`src/rtl/axis_output_packer.sv`:
```
// Serializes each wide accelerator output beat into R narrow AXI-Stream beats,
// least-significant slice first, with a single wide-beat holding register.
module axis_output_packer #(
    parameter int S_DATA_WIDTH = 256,
    parameter int M_DATA_WIDTH = 64,
    parameter int TUSER_WIDTH  = 8
) (
    input  logic                      aclk,
    input  logic                      areset,
    output logic                      s_axis_tready,
    input  logic                      s_axis_tvalid,
    input  logic                      s_axis_tlast,
    input  logic [S_DATA_WIDTH-1:0]   s_axis_tdata,
    input  logic [TUSER_WIDTH-1:0]    s_axis_tuser,
    input  logic                      m_axis_tready,
    output logic                      m_axis_tvalid,
    output logic                      m_axis_tlast,
    output logic [M_DATA_WIDTH-1:0]   m_axis_tdata,
    output logic [M_DATA_WIDTH/8-1:0] m_axis_tkeep,
    output logic [TUSER_WIDTH-1:0]    m_axis_tuser
);
    localparam int R  = S_DATA_WIDTH / M_DATA_WIDTH;
    localparam int CW = (R > 1) ? $clog2(R) : 1;
    localparam logic [CW-1:0] CNT_LAST = CW'(R - 1);

    typedef enum logic {EMPTY = 1'b0, FULL = 1'b1} state_t;

    state_t                   state, state_nxt;
    logic [S_DATA_WIDTH-1:0]  data_buf, data_buf_nxt;
    logic                     last_r, last_nxt;
    logic [TUSER_WIDTH-1:0]   user_r, user_nxt;
    logic [CW-1:0]            cnt, cnt_nxt;
    logic                     full, at_last, s_fire, m_fire;
    logic [R-1:0][M_DATA_WIDTH-1:0] slices;

    assign full    = (state == FULL);
    assign at_last = (cnt == CNT_LAST);

    // Ready looks through to m_axis_tready on the final slice so a new wide
    // beat can be loaded in the same cycle the old one drains.
    assign s_axis_tready = ~areset & (~full | (at_last & m_axis_tready));
    assign m_axis_tvalid = ~areset & full;
    assign s_fire        = s_axis_tvalid & s_axis_tready;
    assign m_fire        = m_axis_tvalid & m_axis_tready;

    assign slices        = data_buf;
    assign m_axis_tdata  = areset ? '0 : slices[cnt];
    assign m_axis_tlast  = m_axis_tvalid & last_r & at_last;
    assign m_axis_tuser  = areset ? '0 : user_r;
    assign m_axis_tkeep  = '1;

    always_comb begin
        state_nxt    = state;
        data_buf_nxt = data_buf;
        last_nxt     = last_r;
        user_nxt     = user_r;
        cnt_nxt      = cnt;
        case (state)
            EMPTY: begin
                if (s_fire) begin
                    data_buf_nxt = s_axis_tdata;
                    last_nxt     = s_axis_tlast;
                    user_nxt     = s_axis_tuser;
                    cnt_nxt      = '0;
                    state_nxt    = FULL;
                end
            end
            FULL: begin
                if (m_fire) begin
                    if (!at_last) begin
                        cnt_nxt = cnt + 1'b1;
                    end else begin
                        cnt_nxt = '0;
                        if (s_fire) begin
                            data_buf_nxt = s_axis_tdata;
                            last_nxt     = s_axis_tlast;
                            user_nxt     = s_axis_tuser;
                        end else begin
                            state_nxt = EMPTY;
                        end
                    end
                end
            end
            default: state_nxt = EMPTY;
        endcase
    end

    always_ff @(posedge aclk) begin
        if (areset) begin
            state    <= EMPTY;
            data_buf <= '0;
            last_r   <= 1'b0;
            user_r   <= '0;
            cnt      <= '0;
        end else begin
            state    <= state_nxt;
            data_buf <= data_buf_nxt;
            last_r   <= last_nxt;
            user_r   <= user_nxt;
            cnt      <= cnt_nxt;
        end
    end
endmodule

```
`config.mk`:
```
export PLATFORM = sky130hd
export DESIGN_NAME = axis_output_packer
export DESIGN_NICKNAME = d
export VERILOG_FILES = /design/src/rtl/axis_output_packer.sv
export SDC_FILE = /design/constraint.sdc
export NUM_CORES = 1
export LEC_CHECK = 0
export ABC_AREA = 1
export CAP_MARGIN = 20
export CORE_UTILIZATION = 30
export DETAILED_ROUTE_END_ITERATION = 8
export DONT_BUFFER_PORTS = 1
export GPL_TIMING_DRIVEN = 1
export SLEW_MARGIN = 20
export SYNTH_ARGS = -nofsm -noshare
export SYNTH_HDL_FRONTEND = slang
export SYNTH_SLANG_ARGS = --single-unit
```
`constraint.sdc`:
```
create_clock -name aclk -period 2.9 [get_ports aclk]
set_input_delay 0.29 -clock aclk [delete_from_list [all_inputs] [get_ports aclk]]
set_output_delay 0.29 -clock aclk [all_outputs]
set_load 0.02 [all_outputs]
```
==> results of run 1 <==
cells in the mapped netlist:
library cell	count	area, um^2
buf_2	77	385
conb_1	1	3.75
a21oi_4	1	16.3
nand2_2	1	6.26
inv_2	3	11.3
dfxtp_1	268	5370
a21oi_1	66	330
buf_4	34	255
buf_1	13	48.8
nand3_1	590	2950
buf_8	2	30.0
ha_1	1	12.5
inv_1	139	522
nand4_1	1	6.26
nand2_1	662	2480
clkbuf_1	40	150
buf_6	7	78.8
nand3_4	1	17.5
nor2_1	12	45.0
logic make-up after synthesis:
family,count (synthesis),synth area share
adders and majority gates,1,0.000983
and+or+nand+nor,1267,0.433
AOI/OAI and AO/OA,67,0.0272
DFF,268,0.422
buffers and inverters,315,0.116
other,1,0.000295
stage by stage:
| step | area (um^2) | utilization | hold WS, ns | std cells | setup WS, ns |
|---|---|---|---|---|---|
| 3_3_place_gp | 13300 | 0.318 | 0.410 | 2385 | 0.899 |
| 2_1_floorplan | 12700 | - | 0.421 | 1926 | 1.36 |
| 3_5_place_dp | 13300 | 0.318 | 0.416 | 2385 | 0.845 |
==> run metrics, run 1 <==
result of the run=stopped before the end; Fail Step=4_1_cts; error msg=[ERROR RSZ-0060] Max buffer count reached.; cell chosen for the clock root=clkbuf_16; I/O pin count=352; #FFs+latches synth=268; number of buffers between clock root and the deepest sink=3; number of different library cells in the post-synthesis netlist=19; die height=~210 um; Hold Buf Count CTS=490; H-tree lvl count=2; Mapped Cells=between 1500 and 2000; row cnt=75; starting utilization of the core area=0.304; count of instances resized after the clock tree is built=0; Die Width=around 210 um; cell area after synthesis=12700 um^2; per-instance average area after synthesis=roughly 6.6 um^2; Post-CTS Setup Repair Bufs=0; gp weighted congestion=about 0.85; number of warnings reported in the yosys synthesis log=0; TritonCTS buffer count=34; quantity of I/O buffers inserted on ports=0; part of the Yosys area used for sequential elements=0.422; clock sink count=268; dpl hpwl=around 25 mm
==> run 2, diff against run 1 <==
- CORE_UTILIZATION: 30 -> 20
- PLACE_DENSITY_LB_ADDON: not set -> 0.15
==> run 2 against run 1 <==
Net effect: the flow now finishes without violations; synthesized cell count did not move; area after synthesis did not move.
==> run metrics, run 2 <==
critical-path maximum fanout=60; number of global-route vias before repair=13755; Simple-Gate Fraction of Synth Area=0.433 (unchanged); number of warnings reported in the yosys synthesis log=0 (unchanged); row cnt=92 (+23%); cell chosen for the clock root=clkbuf_16; number of pins with negative max-slew slack in the final report=0; post-synth top area cell=dfxtp_1; period utilisation layout=0.907; Max VDD drop=0.379 mV; worst clock skew=0.0165 ns; H-tree lvl count=2 (unchanged); I/O pin count=352 (unchanged); Mapped Cells=1919 (unchanged); Setup Viol. Count Final=0; Clk pin slew, worst setup/hold paths=around 0.050 ns; clock sink count=268 (unchanged); total detailed-routing wirelength=51.1 mm; top-count cell post-synth=nand2_1; Main synth FF type=dfxtp_1; TritonCTS clock tree=done; remaining antenna violation count=0; maximum number of pins on one net before global-route repair=roughly 270; share of synthesized cell area in full adder, half adder and majority cells=0.000983 (unchanged); per-instance average area after synthesis=6.63 um^2 (unchanged); EDFF count, synth=0 (unchanged); number of different library cells in the post-synthesis netlist=19 (unchanged); critical path arrival=around 2.3 ns; count of instances resized after the clock tree is built=0 (unchanged); remaining global-route overflow=0; floorplan die area=between 60000 and 70000 um^2; CP Launch Type=flip-flop; main combinational cell family by area after synthesis=simple AND/OR/NAND/NOR gates; result of the run=completed; area share of the largest cell type after synthesis=0.422 (unchanged); quantity of I/O buffers inserted on ports=0 (unchanged); hold crit path type=input pin to flip-flop; max FFs per register=256; number of placed cells counting well taps=2622 (+9.9%); Biggest register=data_buf; first-pass GRT wire length=77.6 mm; most common cell after layout, fill and taps aside=nand2_1; compound-cell area share of the yosys netlist=0.0272 (unchanged); number of buffers between clock root and the deepest sink=3 (unchanged); Setup crit end kind=primary output; area of the core=approximately 63000 um^2; WP data required=2.61 ns; Post-synth top cells=nand2_1, nand3_1, dfxtp_1; final routed DRC violation total=0; die height=254 um (+22%); Worst Hold Slack=0.0628 ns; Synth area leaders=dfxtp_1, nand3_1, nand2_1; unrepaired setup endpoints after global routing=no; final routed wire length divided by cell count=15.9 um; TritonCTS buffer count=38 (+12%); starting utilization of the core area=0.202 (-0.102); fraction of registers with async set/reset=0 (unchanged); final critical delay including setup and external delays=2.63 ns; overall fraction of global-route tracks in use=0.152; number of antenna violations at the first check in global routing=6; #FFs+latches synth=268 (unchanged); DR iter-0 viols=759; max-cap violations=0; area growth from synthesis to layout=54.6%; Static Leakage=slightly above 8 nW; synthesized-area fraction occupied by xor and xnor cells=0 (unchanged); total number of vias=13935; cell area after synthesis=12700 um^2 (unchanged); count of endpoints failing hold in the final timing report=0; top library cells by usage in the layout, fill and taps aside=nand2_1, nand3_1, dlygate4sd3_1; part of the Yosys area used for sequential elements=0.422 (unchanged); final sum of negative setup slack=0 ns; Tightest Pin Transition=0.726 ns; registers with the highest flip-flop counts=data_buf: 256 flops, user_r: 8 flops, cnt: 2 flops; final standard cell count with taps included and fillers excluded=between 3000 and 4000; Die Width=254 um (+22%); clock latency at the later pin of the worst-skew pair=between 0.5 and 0.6 ns; start-to-end type of the worst setup path=flip-flop to primary output; worst rel slew slack=0.516; Cell Pwr Density=531 nW/um^2; dpl hpwl=29.6 mm (+16%); detailed-router iteration count before antenna repair=5; gp weighted congestion=0.750 (-12%); Highest Clock Rate=380 MHz; per-cell via count in the routed design=between 4 and 5; share of post-route cells with drive strength above 1=0.0377; net count of the finished layout=2608; post-synthesis mux area share=0 (unchanged)
[run 2: metrics by stage]
step                utilization  instance area, um^2  power, mW  worst slack [ns]
finish                    0.312                19700       10.4             0.270
global route              0.312                19700       11.0             0.115
CTS                       0.312                19600       10.6            0.0719
detailed placement        0.209                13200       5.29             0.630
global placement          0.209                13200       5.28             0.651
floorplan                     -                12700       5.08              1.36
[run 2: report_power, final]
part	total [mW]	switching [mW]	internal, mW	leakage, nW
Sequential	4.08	0.138	3.94	2.21
Clock	4.75	1.84	2.91	0.616
Combinational	1.60	0.885	0.719	5.47
[run 2: cells by family after synthesis]
kind of cell | count (synthesis)
AOI/OAI and AO/OA | 67
adders and majority gates | 1
buffers and inverters | 315
DFF | 268
other | 1
and+or+nand+nor | 1267
[run 2: path summary, 6_finish.rpt]
check                                  start                    endpoint  slack, ns  depth (start not counted)
hold / removal                        areset         cnt[0]$_SDFFE_PP0P_       0.06                          3
setup / recovery         cnt[0]$_SDFFE_PP0P_            m_axis_tdata[55]       0.27                          7
setup reg to reg         cnt[1]$_SDFFE_PP0P_   data_buf[48]$_SDFFE_PP0P_       0.29                          8
hold reg to reg   data_buf[165]$_SDFFE_PP0P_  data_buf[165]$_SDFFE_PP0P_       0.46                          2
[run 2: cell type report]
| type | instances | area (um^2) |
|---|---|---|
| inverters | 142 | 544 |
| fillers | 6877 | 43300 |
| clock inverters | 12 | 144 |
| repair buffers | 545 | 5540 |
| diodes | 3 | 7.51 |
| flip-flops and latches | 268 | 5370 |
| multi-input cells | 1343 | 5900 |
| well taps | 846 | 1060 |
| clock buffers | 53 | 1100 |
[run 2: per-layer routing]
metal  GRT usage  vias to the layer above  wire length (um)
met1       0.193                     6560             22900
met5           0                        -                41
met3      0.0310                       62              2520
met4      0.0391                        6               985
li1            -                     6998                 -
met2       0.262                      309             24600
[run 2: worst max-delay path, stage by stage (launching register included)]
cell	delay (ns)
dfxtp_4	0.45
inv_4	0.17
buf_12	0.28
buf_4	0.20
nand2_1	0.05
nand2_1	0.06
nand2_1	0.05
a21oi_1	0.46
[run 2: what timing repair did]
action | in CTS | in global routing
buffers inserted | 0 | 2
endpoints found under the setup margin | 0 | 31
hold endpoints to repair | 266 | 0
hold buffers | 520 | 0
Note: power is estimated with default switching activity, not from simulation.
==> run 3, diff against run 2 <==
- CORE_ASPECT_RATIO: not set -> 1.4
==> run 3 against run 2 <==
Net effect: final area rose by 2.5%; global-route usage rose by 0.46 points; via count grew 1.3%; setup slack improved by 0.081 ns; non-clock buffer count increased by 69; clock skew decreased by 0.0077 ns; clock-buffer cell count down 2; combinational power rose by 7%.
==> run metrics, run 3 (synthesized netlist as in run 2, its figures left out) <==
result of the run=completed; Highest Clock Rate=392 MHz (+3.2%); area of the core=63000 um^2 (about the same); Die Width=215 um (-15%); Post-Route M1 WL=22.1 mm (-3.7%); registers with the highest flip-flop counts=data_buf: 256 flops, user_r: 8 flops, cnt: 2 flops; CP Launch Type=flip-flop; clock sink count=268 (unchanged); remaining global-route overflow=0 (unchanged); floorplan die area=64600 um^2 (about the same); most common cell after layout, fill and taps aside=nand2_1; TritonCTS clock tree=done; Worst Hold Slack=0.0437 ns (-0.0191 ns); final routed wire length divided by cell count=15.9 um (-0.17%); Setup crit end kind=primary output; Tightest Pin Transition=0.957 ns (+0.231 ns); met3 wirelength from detailed routing=2.38 mm (-5.8%); WP data required=2.61 ns (about the same); master of the slowest instance on the critical path=buf_4; per-cell via count in the routed design=4.32 (-0.36%); first-pass GRT wire length=80.4 mm (+3.6%); number of global-route vias before repair=14268 (+3.7%); Static Leakage=8.63 nW (+4.1%); unrepaired setup endpoints after global routing=no; critical-path maximum fanout=66 (+10%); Clk pin slew, worst setup/hold paths=0.06 ns (about the same); worst rel slew slack=0.362 (-0.154); number of pins with negative max-slew slack in the final report=0 (unchanged); DR iter-0 viols=722 (-4.9%); TritonCTS buffer count=35 (-7.9%); critical path arrival=2.26 ns (-0.08 ns); Biggest register=data_buf; top library cells by usage in the layout, fill and taps aside=nand2_1, nand3_1, dlygate4sd3_1; period utilisation layout=0.879 (-0.0278); cell chosen for the clock root=clkbuf_16; net count of the finished layout=2674 (+2.5%); start-to-end type of the worst setup path=flip-flop to primary output; number of buffers between clock root and the deepest sink=3 (unchanged); max-cap violations=0 (unchanged); remaining antenna violation count=0 (unchanged); max FFs per register=256 (unchanged); starting utilization of the core area=0.202 (about the same); total detailed-routing wirelength=51.9 mm (+1.5%); hold crit path type=input pin to flip-flop; Post-CTS Setup Repair Bufs=0 (unchanged); final critical delay including setup and external delays=2.55 ns (-0.0807 ns); Max VDD drop=0.518 mV (+37%); count of endpoints failing hold in the final timing report=0 (unchanged); area growth from synthesis to layout=58.5%; final routed DRC violation total=0 (unchanged); final sum of negative setup slack=0 ns (unchanged); share of post-route cells with drive strength above 1=0.0634 (+0.0257); row cnt=109 (+18%); gp weighted congestion=0.755 (+0.77%); most used cell, CP=buf_4; I/O pin count=352 (unchanged); DR WL met2=26.0 mm (+5.6%); quantity of I/O buffers inserted on ports=0 (unchanged); overall fraction of global-route tracks in use=0.157 (+0.00464); chain of cells forming the critical path=buf_12, inv_2, buf_4, nand3_1, a21oi_1, buf_4; clock latency at the later pin of the worst-skew pair=0.53 ns (-0.02 ns); die height=300 um (+18%); detailed-router iteration count before antenna repair=5 (unchanged); total number of vias=14114 (+1.3%); worst clock skew=0.00876 ns (-0.00774 ns); Setup Viol. Count Final=0 (unchanged); maximum number of pins on one net before global-route repair=269 (unchanged); dpl hpwl=31.0 mm (+4.9%); Cell Pwr Density=523 nW/um^2 (-1.4%); H-tree lvl count=2 (unchanged); number of antenna violations at the first check in global routing=6 (unchanged); highest cell delay on the worst timing path=0.44 ns (-0.02 ns); filler cell count in the final layout=6972 (+1.4%); topmost layer with routed signal wires=met5
[run 3: cell types whose count changed in the layout (fill, tap and decap cells not counted), sizes merged]
cell and change:
clkinv -3, clkbuf -2, inv +1, buf +65
dlygate4sd3 +4, bufinv +2
[run 3: path summary, 6_finish.rpt]
path / start / end / slack, ns / cells past startpoint
hold reg to reg: data_buf[156]$_SDFFE_PP0P_ / data_buf[156]$_SDFFE_PP0P_ / 0.46 / 2
hold / removal: areset / user_r[0]$_SDFFE_PP0P_ / 0.04 / 3
setup / recovery: cnt[1]$_SDFFE_PP0P_ / m_axis_tdata[52] / 0.35 / 6
setup reg to reg: cnt[0]$_SDFFE_PP0P_ / data_buf[100]$_SDFFE_PP0P_ / 0.52 / 7
[run 3: final cells by class]
class	instances	area [um^2]	area share
well taps	832	1040	0.0516
diodes	3	7.51	0.000372
clock buffers	51	1050	0.0520
flip-flops and latches	268	5370	0.266
clock inverters	12	190	0.00943
inverters	142	543	0.0269
multi-input cells	1343	5900	0.293
repair buffers	614	6060	0.300
[run 3: timing repair]
item / in CTS / in global routing
resized for setup: 0 / 0
hold buffers: 524 / 0
endpoints found under the setup margin: 0 / 0
endpoints found under the hold margin: 267 / 0
[run 3: critical path, delay by kind of cell (launching register included)]
family	cells	cell delay [ns]
buf+inv	4	0.96
flops	1	0.35
compound gates	1	0.24
simple gates	1	0.13
[run 3: routing by layer]
metal  global-route usage  vias up
met5                    0        -
met4               0.0503        6
met3               0.0286       67
met2                0.282      331
met1                0.187     6585
li1                     -     7125
[run 3: power breakdown]
| group | switching, mW | total [mW] | internal [mW] | leakage (nW) |
|---|---|---|---|---|
| combinational | 0.911 | 1.72 | 0.809 | 5.81 |
| clock | 1.80 | 4.76 | 2.96 | 0.614 |
| sequential | 0.127 | 4.07 | 3.94 | 2.21 |
| total | 2.84 | 10.5 | 7.71 | 8.63 |
[run 3: per-stage QoR]
step / std cells / worst slack [ns] / area, um^2 / utilization / power [mW]
floorplan: 1926 / 1.36 / 12700 / - / 5.08
global placement: 2675 / 0.862 / 13700 / 0.217 / 5.39
detailed placement: 2675 / 0.847 / 13700 / 0.217 / 5.40
CTS: 3262 / 0.240 / 20200 / 0.320 / 10.8
global route: 3265 / 0.164 / 20200 / 0.320 / 11.1
finish: 3265 / 0.351 / 20200 / 0.320 / 10.5
